===== src/rtl/piso_serializer_ctrl_pkg.sv =====
`default_nettype none
// ============================================================================
// Module : piso_serializer_ctrl_pkg
// Brief  : Shared state encoding for the PISO serializer controller.
// Rev    : 1.0
// ============================================================================
package piso_serializer_ctrl_pkg;

  typedef logic [0:0] state_t;

  localparam state_t ST_IDLE  = 1'b0;
  localparam state_t ST_SHIFT = 1'b1;

endpackage
`default_nettype wire


===== src/rtl/piso_serializer_ctrl_if.sv =====
`default_nettype none
// ============================================================================
// Module : piso_serializer_ctrl_if
// Brief  : Parallel word valid/ready handshake into the serializer.
// Rev    : 1.0
// ============================================================================
interface piso_serializer_ctrl_if #(
  parameter int WIDTH = 4
);

  logic [WIDTH-1:0] data;
  logic             valid;
  logic             ready;

  modport master (output data, output valid, input ready);
  modport slave  (input data, input valid, output ready);

endinterface
`default_nettype wire


===== src/rtl/piso_serializer_ctrl_shreg.sv =====
`default_nettype none
// ============================================================================
// Module : piso_shreg
// Brief  : Parallel-load, left-shift register; load wins over shift, q = MSB.
// Rev    : 1.0
// ============================================================================
module piso_shreg #(
  parameter int WIDTH = 4
) (
  input  wire logic             clk,
  input  wire logic             rst_n,
  input  wire logic             i_load,
  input  wire logic             i_shift,
  input  wire logic [WIDTH-1:0] i_d,
  output logic                  o_q
);

  logic [WIDTH-1:0] r_sh;

  always_ff @(posedge clk or negedge rst_n) begin
    if (!rst_n) begin
      r_sh <= '0;
    end else if (i_load) begin
      r_sh <= i_d;
    end else if (i_shift) begin
      r_sh <= {r_sh[WIDTH-2:0], 1'b0};
    end
  end

  assign o_q = r_sh[WIDTH-1];

endmodule
`default_nettype wire


===== src/rtl/piso_serializer_ctrl.sv =====
`default_nettype none
// ============================================================================
// Module : piso_serializer_ctrl
// Brief  : FSM, bit counter and framed MSB-first serial decode around piso_shreg.
// Rev    : 1.0
// ============================================================================
module piso_serializer_ctrl
  import piso_serializer_ctrl_pkg::*;
#(
  parameter int WIDTH = 4
) (
  input  wire logic             clk,
  input  wire logic             rst_n,
  piso_serializer_ctrl_if.slave s_in,
  input  wire logic             i_bit_en,
  output logic                  o_sout,
  output logic                  o_sout_valid,
  output logic                  o_sout_first,
  output logic                  o_sout_last,
  output logic                  o_busy
);

  localparam int               CNT_W  = $clog2(WIDTH);
  localparam logic [CNT_W-1:0] c_LAST = CNT_W'(WIDTH - 1);

  state_t           r_state;
  state_t           w_state_nxt;
  logic [CNT_W-1:0] r_bit_cnt;
  logic             w_last;
  logic             w_adv;
  logic             w_in_ready;
  logic             w_xfer;
  logic             w_q;

  assign w_last = (r_bit_cnt == c_LAST);
  assign w_adv  = (r_state == ST_SHIFT) && i_bit_en;

  // Ready is held low while reset is asserted so nothing is offered a transfer.
  assign w_in_ready = rst_n && ((r_state == ST_IDLE) || (w_adv && w_last));
  assign w_xfer     = s_in.valid && w_in_ready;
  assign s_in.ready = w_in_ready;

  always_ff @(posedge clk or negedge rst_n) begin
    if (!rst_n) begin
      r_state <= ST_IDLE;
    end else begin
      r_state <= w_state_nxt;
    end
  end

  always_comb begin
    w_state_nxt = r_state;
    case (r_state)
      ST_IDLE:  if (w_xfer) w_state_nxt = ST_SHIFT;
      ST_SHIFT: if (w_adv && w_last && !s_in.valid) w_state_nxt = ST_IDLE;
      default:  w_state_nxt = ST_IDLE;
    endcase
  end

  always_ff @(posedge clk or negedge rst_n) begin
    if (!rst_n) begin
      r_bit_cnt <= '0;
    end else if (w_xfer) begin
      r_bit_cnt <= '0;
    end else if (w_adv) begin
      r_bit_cnt <= w_last ? '0 : r_bit_cnt + CNT_W'(1);
    end
  end

  piso_shreg #(
    .WIDTH (WIDTH)
  ) u_shreg (
    .clk     (clk),
    .rst_n   (rst_n),
    .i_load  (w_xfer),
    .i_shift (w_adv && !w_last),
    .i_d     (s_in.data),
    .o_q     (w_q)
  );

  always_comb begin
    o_sout       = 1'b0;
    o_sout_valid = 1'b0;
    o_sout_first = 1'b0;
    o_sout_last  = 1'b0;
    o_busy       = 1'b0;
    if (r_state == ST_SHIFT) begin
      o_sout       = w_q;
      o_sout_valid = 1'b1;
      o_sout_first = (r_bit_cnt == '0);
      o_sout_last  = w_last;
      o_busy       = 1'b1;
    end
  end

endmodule
`default_nettype wire


===== src/flat_wrapper.sv =====
// flat-port wrapper written by rule: the top's interface ports become plain ports
module piso_serializer_ctrl_flat import piso_serializer_ctrl_pkg::*;
#(
  parameter int WIDTH = 4
)
  (clk, rst_n, i_bit_en, o_sout, o_sout_valid, o_sout_first, o_sout_last, o_busy, s_in_data, s_in_valid, s_in_ready);
  piso_serializer_ctrl_if #(.WIDTH(WIDTH)) s_in_i ();
  input  wire logic clk;
  input  wire logic rst_n;
  input  wire logic i_bit_en;
  output logic o_sout;
  output logic o_sout_valid;
  output logic o_sout_first;
  output logic o_sout_last;
  output logic o_busy;
  input wire logic [$bits(s_in_i.data)-1:0] s_in_data;
  input wire logic [$bits(s_in_i.valid)-1:0] s_in_valid;
  output wire logic [$bits(s_in_i.ready)-1:0] s_in_ready;
  assign s_in_i.data = s_in_data;
  assign s_in_i.valid = s_in_valid;
  assign s_in_ready = s_in_i.ready;
  piso_serializer_ctrl #(.WIDTH(WIDTH)) u_core (.clk(clk), .rst_n(rst_n), .s_in(s_in_i), .i_bit_en(i_bit_en), .o_sout(o_sout), .o_sout_valid(o_sout_valid), .o_sout_first(o_sout_first), .o_sout_last(o_sout_last), .o_busy(o_busy));
endmodule

===== config.mk =====
export PLATFORM = sky130hd
export DESIGN_NAME = piso_serializer_ctrl_flat
export DESIGN_NICKNAME = d
export VERILOG_FILES = /design/src/rtl/piso_serializer_ctrl_pkg.sv /design/src/rtl/piso_serializer_ctrl_if.sv /design/src/rtl/piso_serializer_ctrl_shreg.sv /design/src/rtl/piso_serializer_ctrl.sv /design/src/flat_wrapper.sv
export SDC_FILE = /design/constraint.sdc
export NUM_CORES = 1
export LEC_CHECK = 0
export CORE_AREA = 2 2 39 41
export DETAILED_ROUTE_END_ITERATION = 10
export DIE_AREA = 0 0 41 43
export SLEW_MARGIN = 20
export SYNTH_ARGS = -nofsm -noshare
export SYNTH_HDL_FRONTEND = slang
export SYNTH_HIERARCHICAL = 1
export SYNTH_SLANG_ARGS = --single-unit

===== constraint.sdc =====
create_clock -name clk -period 1.51 [get_ports clk]
set_input_delay 0.151 -clock clk [delete_from_list [all_inputs] [get_ports clk]]
set_output_delay 0.151 -clock clk [all_outputs]
set_load 0.005 [all_outputs]

==> impl_metrics.py <==
metrics = {
    "worst_setup_path": {
        "regToRegSetupSlack_ns": 0.17,
        "rr_endpoint": "u_core/u_shreg/r_sh[1]",
        "cp.arrival_ns": 1.28,
        "reg2reg_depth": 6,
        "crit_fanout": 3,
        "crit_type": "register to output port",
        "reg2reg_from": "u_core/r_bit_cnt[1]",
        "end_kind": "output port",
        "required_ns": 1.36,
        "critPathLaunchType": "register",
    },
    "die": {
        "die_w_um": 41,
        "start_util_pct": 31.56,
        "die-area_mm2": 0.001763,
        "core_area_mm2": 0.001384,
        "die_h_um": 43,
        "ios": 14,
        "rows": 14,
    },
    "clock_tree": {
        "clockBufferDepth": 2,
        "cts_tree": "built",
        "clkLatencyLatePin_ns": 0.24,
        "numCtsBuffers": 3,
        "cts.sinks": 7,
        "cts_root_buf": "clkbuf_4",
        "htreeDepth": 1,
        "path_clk_slew_ns": 0.05,
    },
    "sta": {
        "maxSlewViolCount": 0,
        "rsz0062_at_grt": "false",
        "setup_ws_ns": 0.08151,
        "tightest_slew_ns": 0.2206,
        "period_minus_slack_ns": 1.428,
        "setup_viol": 0,
        "hold_viol": 0,
        "min_period_over_period_pct": 94.60,
        "setup_tns_ns": 0,
        "finalClockSkew_ns": 0.0002331,
        "max_freq_mhz": 700.0,
        "max_slew_margin_pct": 85.16,
        "hold-worst-slack_ns": 0.2466,
    },
    "route": {
        "vias": 364,
        "routedWlPerCell_um": 9.434,
        "wirelength_um": 783,
        "viasPerCell": 4.386,
        "ant_nets": 0,
        "drcViolationCount": 0,
        "drt_iter0_markers": 2,
        "firstDrtPassIters": 4,
    },
    "final_layout": {
        "num_antenna_cells": 0,
        "register_area_um2": 175.2,
        "multi_input_area_um2": 237.7,
        "syn2layout_area_growth_pct": 52.72,
        "nFillCells": 144,
        "drive_gt1_share_pct": 38.81,
        "fin_nets": 78,
        "final_cells": 83,
    },
    "global_routing": {
        "antenna_found_initial": 0,
        "grt_max_degree": 12,
        "grt_usage_pct": 11.37,
        "grt.overflow.total": 0,
        "first_global_vias": 335,
        "grt_first_pass_wirelength_um": 1311,
    },
    "power": {
        "p_leak_nw": 0.3233,
        "vdd_drop_max_uv": 641.1,
        "total_power_mw": 1.027,
        "p_per_area_mw_per_mm2": 1540,
    },
    "yosys": {
        "synth_edf_count": 0,
        "yosysWarnings": 6,
        "ys_seq_area_share_pct": 40.11,
        "yosys_register_bits": 7,
        "netlist_area_um2": 436.7,
        "ys_async_sr_fraction_pct": 100.0,
        "yosysUniqueCellTypes": 20,
        "synthCells": 41,
        "synth_nets": 51,
        "syn_avg_cell_area_um2": 10.65,
        "synth_flop_cell": "dfrtp_1",
    },
    "placed_design": {
        "gp_congestion": 0.6442,
        "io_buffers": 13,
        "place_ws_ns": -0.06130,
        "dp.cells": 78,
        "hpwlAfterDp_um": 645.5,
    },
    "run": {
        "max-cap-violations": 0,
    },
    "run_status": {
        "status": "finished clean",
    },
    "hold_path": {
        "hold_path_class": "primary input to asynchronous set/reset pin",
    },
}
-- worst max-delay path by stage --
| stage | from | end | slack, ns | depth (start not counted) |
|---|---|---|---|---|
| global placement | i_bit_en | s_in_ready | -0.07 | 4 |
| finish | u_core/r_bit_cnt[1] | s_in_ready | 0.08 | 4 |
| floorplan | u_core/r_bit_cnt[0] | u_core/u_shreg/r_sh[0] | 0.14 | 4 |
| global route | u_core/r_bit_cnt[1] | s_in_ready | 0.01 | 4 |
| CTS | u_core/r_bit_cnt[0] | s_in_ready | -0.09 | 4 |
| detailed placement | i_bit_en | s_in_ready | -0.06 | 4 |
-- registers in the layout, indices dropped and copies added (netlist names) --
register	flops
u_core/r_bit_cnt	2
u_core/r_state	1
u_core/u_shreg/r_sh	4
-- where the power goes --
| part | internal (mW) | switching [mW] |
|---|---|---|
| clock network | 0.100 | 0.0626 |
| registers | 0.265 | 0.0412 |
| logic | 0.352 | 0.206 |
-- Yosys cell counts (2+ instances only) --
master	count	share of area [%]
dfrtp_1	7	40
nand2_1	5	4.3
and2_1	3	4.3
and2_2	3	5.2
mux2i_1	3	6.9
o21ai_1	3	3.4
ha_1	2	5.7
inv_1	2	1.7
nor2_1	2	1.7
-- critical path, cell delays in order, from the launching register on --
cell and delay [ns]:
dfrtp_1 0.38, ha_2 0.19, a21bo_4 0.22, and2_1 0.15, clkbuf_2 0.10
-- layer usage --
layer | vias to the layer above | global-route usage [%] | share of wire (%)
met3 | 0 | 1.571 | 5.2
met4 | 0 | 10.00 | 0
met2 | 10 | 16.56 | 52
met5 | - | 0 | 0
met1 | 159 | 13.67 | 43
li1 | 195 | - | -
-- layout by cell type, fill, tap and decap left out --
| cell type | synthesis | final |
|---|---|---|
| a22o_1 | 1 | 1 |
| clkbuf_1 | 0 | 1 |
| a21boi_0 | 1 | 1 |
| clkbuf_2 | 0 | 3 |
| buf_4 | 1 | 10 |
| and2_2 | 3 | 3 |
| o21ai_1 | 3 | 3 |
| nand3_1 | 1 | 1 |
| ha_1 | 2 | 1 |
| nor2_1 | 2 | 2 |
| a2bb2oi_2 | 1 | 1 |
| a21bo_2 | 1 | 1 |
| clkdlybuf4s50_1 | 0 | 9 |
| o22a_2 | 1 | 1 |
| buf_6 | 1 | 1 |
| clkbuf_4 | 0 | 3 |
| and4bb_1 | 1 | 1 |
| and2_1 | 3 | 3 |
| dfrtp_1 | 7 | 7 |
| a22oi_2 | 1 | 1 |
| nand2_1 | 5 | 5 |
| a21bo_4 | 1 | 1 |
| dlygate4sd2_1 | 0 | 1 |
| mux2i_1 | 3 | 3 |
| ha_2 | 0 | 1 |
| inv_1 | 2 | 2 |
-- timing repair --
item                                    CTS  global route
hold buffers                              0             0
resized for setup                         7             5
setup buffers                             0             1
endpoints found under the setup margin    4             3
pin swaps                                 0             2
-- per-stage QoR --
stage / cell area, µm² / utilization [%]
final: 666.9 / 48.19
after global routing: 666.9 / 48.19
after floorplan: 436.7 / -
after detailed placement: 643.1 / 46.47
after global placement: 643.1 / 46.47
after CTS: 671.9 / 48.55
-- final cells by class --
class | instances | share of cell area, %
Inverter | 2 | 1.126
Timing Repair Buffer | 24 | 30.02
Clock buffer | 4 | 3.940
Tap cell | 16 | 3.002
Multi-Input combinational cell | 30 | 35.65
Sequential cell | 7 | 26.27
-- logic make-up (layout without fill, tap and decap cells) --
kind of cell	after synthesis	in the layout	share of synthesized area (%)
AO/OA/AOI/OAI	10	10	21.78
adder cells (fa/ha/maj)	2	2	5.730
buffers and inverters	4	30	6.018
flip-flops	7	7	40.12
multiplexers	3	3	6.877
AND/OR/NAND/NOR	15	15	19.48
Note: power is estimated with default switching activity, not from simulation.
